File: config.mk
export PLATFORM = sky130hd
export DESIGN_NAME = full_adder_4bit
export DESIGN_NICKNAME = d
export VERILOG_FILES = /design/src/rtl/full_adder_pkg.sv /design/src/rtl/full_adder_4bit_fa_cell.sv /design/src/rtl/full_adder_4bit.sv
export SDC_FILE = /design/constraint.sdc
export NUM_CORES = 1
export LEC_CHECK = 0
export CAP_MARGIN = 20
export CORE_AREA = 2 2 39 41
export CTS_CLUSTER_SIZE = 8
export DETAILED_ROUTE_END_ITERATION = 10
export DIE_AREA = 0 0 41 43
export MAX_ROUTING_LAYER = met4
export PLACE_DENSITY_LB_ADDON = 0.1
export SETUP_SLACK_MARGIN = 0.15
export SLEW_MARGIN = 0
export SYNTH_ARGS = -nofsm -noshare
export SYNTH_HDL_FRONTEND = slang
export SYNTH_SLANG_ARGS = --single-unit
File: constraint.sdc
create_clock -name clk -period 5.5 [get_ports clk]
set_clock_uncertainty 0.1 [all_clocks]
set_input_delay 0.825 -clock clk [delete_from_list [all_inputs] [get_ports clk]]
set_output_delay 0.825 -clock clk [all_outputs]
set_load 0.03 [all_outputs]
File: src/rtl/full_adder_pkg.sv
// Shared constants and result type for the registered ripple-carry adder.
package full_adder_pkg;

   localparam int FA_DEFAULT_WIDTH = 4;

   // Result layout at the default width; the top declares a WIDTH-sized twin.
   typedef struct packed {
      logic [FA_DEFAULT_WIDTH-1:0] sum;
      logic                        cout;
   } result_t;

endpackage

File: src/rtl/full_adder_4bit_fa_cell.sv
// One-bit combinational full adder cell, chained by full_adder_4bit.
module fa_cell (
   input  logic a,
   input  logic b,
   input  logic ci,
   output logic s,
   output logic co
);

   assign s  = a ^ b ^ ci;
   assign co = (a & b) | (a & ci) | (b & ci);

endmodule

File: src/rtl/full_adder_4bit.sv
// Registered WIDTH-bit ripple-carry adder with optional carry chaining.
// Define FULL_ADDER_4BIT_OVF_EN to add the registered signed-overflow output ovf.
module full_adder_4bit
   import full_adder_pkg::*;
#(
   parameter int WIDTH = FA_DEFAULT_WIDTH
) (
   input  logic             clk,
   input  logic             rst_n,
   input  logic             in_valid,
   input  logic             chain_en,
   input  logic [WIDTH-1:0] a,
   input  logic [WIDTH-1:0] b,
   input  logic             cin,
   output logic [WIDTH-1:0] sum,
   output logic             cout,
   output logic             out_valid
`ifdef FULL_ADDER_4BIT_OVF_EN
   ,
   output logic             ovf
`endif
);

   typedef struct packed {
      logic [WIDTH-1:0] sum;
      logic             cout;
   } result_w_t;

   logic [WIDTH:0]   w_carry;
   logic [WIDTH-1:0] w_sum;
   result_w_t        w_result;
   result_w_t        r_result;
   logic             r_outValid;

   // Chaining reuses the registered carry, so an idle gap keeps it alive.
   assign w_carry[0] = chain_en ? r_result.cout : cin;

   for (genvar i = 0; i < WIDTH; i++) begin : g_cell
      fa_cell u_cell (
         .a  (a[i]),
         .b  (b[i]),
         .ci (w_carry[i]),
         .s  (w_sum[i]),
         .co (w_carry[i+1])
      );
   end

   assign w_result.sum  = w_sum;
   assign w_result.cout = w_carry[WIDTH];

   always_ff @(posedge clk or negedge rst_n) begin
      if (!rst_n) begin
         r_result   <= '0;
         r_outValid <= 1'b0;
      end else if (in_valid) begin
         r_result   <= w_result;
         r_outValid <= 1'b1;
      end else begin
         r_outValid <= 1'b0;
      end
   end

   assign sum       = r_result.sum;
   assign cout      = r_result.cout;
   assign out_valid = r_outValid;

`ifdef FULL_ADDER_4BIT_OVF_EN
   logic r_ovf;

   always_ff @(posedge clk or negedge rst_n) begin
      if (!rst_n) begin
         r_ovf <= 1'b0;
      end else if (in_valid) begin
         r_ovf <= w_carry[WIDTH] ^ w_carry[WIDTH-1];
      end
   end

   assign ovf = r_ovf;
`endif

endmodule

==> impl_metrics.env <==
export IMPL_io_pins=19
export IMPL_async_reset_ff_share_pct=100
export IMPL_core_mm2=0.00138
export IMPL_yosys_top_cells_area="dfrtp_1 (45%), fa_1 (24%), mux2_4 (9.1%), inv_1 (6.8%), a21oi_1 (4.5%)"
export IMPL_worstSetupPathType="input pin to flip-flop"
export IMPL_syn_inst=26
export IMPL_slowest_stage="clkdlybuf4s50_1"
export IMPL_post_cts_buffers=0
export IMPL_drive_gt1_share_pct=10.9
export IMPL_wl_per_cell_um=10.7
export IMPL_die_w_um=41
export IMPL_synth_mux_area_share_pct=12.1
export IMPL_crit_chain="clkdlybuf4s50_1 > mux2i_1 > fa_1 > inv_1 > fa_1 > fa_1 > inv_1 > fa_1 > a21oi_1"
export IMPL_setup_tns_ns=0
export IMPL_dp_cells=59
export IMPL_cts_sinks=6
export IMPL_clk_latency_ns=0.24
export IMPL_setup_viol=0
export IMPL_p_leak_nw=0.246
export IMPL_row_count=14
export IMPL_slew_viol_final=0
export IMPL_drtIter0Drc=1
export IMPL_crit_family="adder cells"
export IMPL_grt_usage_pct=10.2
export IMPL_cp_common_cell="fa_1"
export IMPL_firstDrtPassIters=2
export IMPL_vias=246
export IMPL_rsz0062_at_grt="no"
export IMPL_hp_start="sum[1]"
export IMPL_cts_hold_fix_buffers=0
export IMPL_yosysWarnings=0
export IMPL_finalCritPeriodShare_pct=55.5
export IMPL_status="completed"
export IMPL_post_dp_cell_area_um2=519
export IMPL_grt_pass1_wl_um=1090
export IMPL_ys_seq_area_share_pct=45.5
export IMPL_ys_ff_latch=6
export IMPL_dp_hpwl_um=556
export IMPL_synth_top_family_by_area="adder cells"
export IMPL_hold_path_class="flip-flop to flip-flop"
export IMPL_worstPathMaxFanout=1
export IMPL_syn_area_um2=330
export IMPL_drcViolationCount=0
export IMPL_fin_cells=62
export IMPL_first_global_vias=261
export IMPL_synth_compound_area_share_pct=4.55
export IMPL_finalCriticalPeriod_ns=3.05
export IMPL_port_buffers=18
export IMPL_fill_cells=147
export IMPL_clock_root_buffer="clkbuf_4"
export IMPL_area_growth_pct=64.0
export IMPL_final_area_um2=542
export IMPL_slew_headroom_pct=74.5
export IMPL_max_cap_viol_count=0
export IMPL_cts_tree="yes"
export IMPL_r2r_start="cout"
export IMPL_synthAdderAreaFrac_pct=24.2
export IMPL_htree_levels=1
export IMPL_grt_max_degree=10
export IMPL_postSynthAreaPerCell_um2=12.7
export IMPL_cp_depth=9
export IMPL_synthTopCellsByCount="dfrtp_1 (6), inv_1 (6), fa_1 (4), a21oi_1 (3), nor2_1 (3)"
export IMPL_synthesis_nets=43
export IMPL_hold_end="sum[1]"
export IMPL_vdd_ir_drop_worst_v=0.000118
export IMPL_endpoint_kind="flip-flop"
export IMPL_place_congestion=0.634
export IMPL_cp_data_arrival_time_ns=3.12
export IMPL_start_util_pct=23.9
export IMPL_overflow=0
export IMPL_vias_per_cell=3.97
export IMPL_synth_edf_count=0
export IMPL_tightest_slew_ns=0.381
export IMPL_fmax_mhz=327
export IMPL_numCtsBuffers=3
export IMPL_yosys_area_top_type="dfrtp_1"
export IMPL_path_buf_inv=3
export IMPL_max_stage_delay_ns=0.47
export IMPL_yosys_most_used_dff="dfrtp_1"
export IMPL_r2r_setup_slack_ns=3.14
export IMPL_ff2ff_path_depth=8
export IMPL_r2r_end="sum[3]"
export IMPL_wirelength_um=662
export IMPL_antenna_found_initial=0
export IMPL_cp_start_kind="input pin"
export IMPL_antennaDiodeCount=0
export IMPL_worstPathRequired_ns=5.57
export IMPL_synth_xor_area_share_pct=0
export IMPL_nets=65
export IMPL_synth_cell_type_count=8
export IMPL_hold_depth=1
export IMPL_cts_max_path_buffers=2
export IMPL_power_density_mw_per_mm2=291
export IMPL_fp_dieH_um=43
export IMPL_fp_dieArea_mm2=0.00176
export IMPL_cts_resized=0
export IMPL_synthSimpleGateAreaFrac_pct=3.41
export IMPL_hold_violations=0
export IMPL_clk_pin_slew_ns=0.05
export IMPL_antenna_left=0
export IMPL_synth_top_area_share_pct=45.5
[logic make-up after synthesis]
| logic type | count (synthesis) |
|---|---|
| muxes | 3 |
| AOI/OAI and AO/OA | 3 |
| and+or+nand+nor | 3 |
| buffers and inverters | 7 |
| adders and majority gates | 4 |
| DFF | 6 |
[stage by stage]
stage	setup WS [ns]	hold slack (ns)	total power [mW]	utilization, %
floorplan	2.78	0.429	0.0888	-
global placement	2.21	0.398	0.117	37.5
detailed placement	2.19	0.407	0.118	37.5
CTS	2.45	0.419	0.160	39.2
global route	2.35	0.442	0.170	39.2
finish	2.45	0.414	0.158	39.2
[metal layers]
metal  GRT usage [%]  part of all wire (%)
met4            4.00                     0
met2            14.7                    52
met1            10.0                    39
met3            7.85                   9.4
met5               -                     0
[layout by cell type (no fill, tap or decap)]
| cell type | count |
|---|---|
| mux2_4 | 2 |
| inv_1 | 6 |
| nor2_1 | 3 |
| clkbuf_4 | 3 |
| fa_1 | 4 |
| clkdlybuf4s50_1 | 18 |
| dfrtp_1 | 6 |
| a21oi_1 | 3 |
| mux2i_1 | 1 |
[area by class of cell]
type	instances	area [um^2]	share of cell area [%]
repair buffers	18	180	33.3
flip-flops and latches	6	150	27.7
multi-input cells	13	146	27.0
clock buffers	3	22.5	4.16
inverters	6	22.5	4.16
well taps	16	20.0	3.70
[sequential cells by signal, summed over array words and instances (netlist names)]
| signal | cells |
|---|---|
| sum | 4 |
| out_valid | 1 |
| cout | 1 |
[worst reg2reg max path, cell delays in order (launching register included)]
cell and delay (ns):
dfrtp_1 0.40, mux2i_1 0.19, fa_1 0.19, inv_1 0.05
fa_1 0.37, fa_1 0.37, inv_1 0.08, fa_1 0.40
a21oi_1 0.15
[power by group]
part	total, mW	leakage [nW]	internal, mW	switching [mW]
clock	0.0415	0.0138	0.0247	0.0167
combinational	0.0598	0.164	0.0307	0.0291
sequential	0.0565	0.0685	0.0520	0.00445
[worst max path at each step]
| stage | to | slack [ns] | startpoint |
|---|---|---|---|
| 2_1_floorplan | sum[3] | 2.78 | chain_en |
| 3_3_place_gp | sum[3] | 2.21 | chain_en |
| 3_5_place_dp | sum[3] | 2.19 | chain_en |
| 4_1_cts | sum[3] | 2.45 | chain_en |
| 5_1_grt | sum[3] | 2.35 | chain_en |
| 6_report | sum[3] | 2.45 | chain_en |
Power figures use the tool's default switching activity.
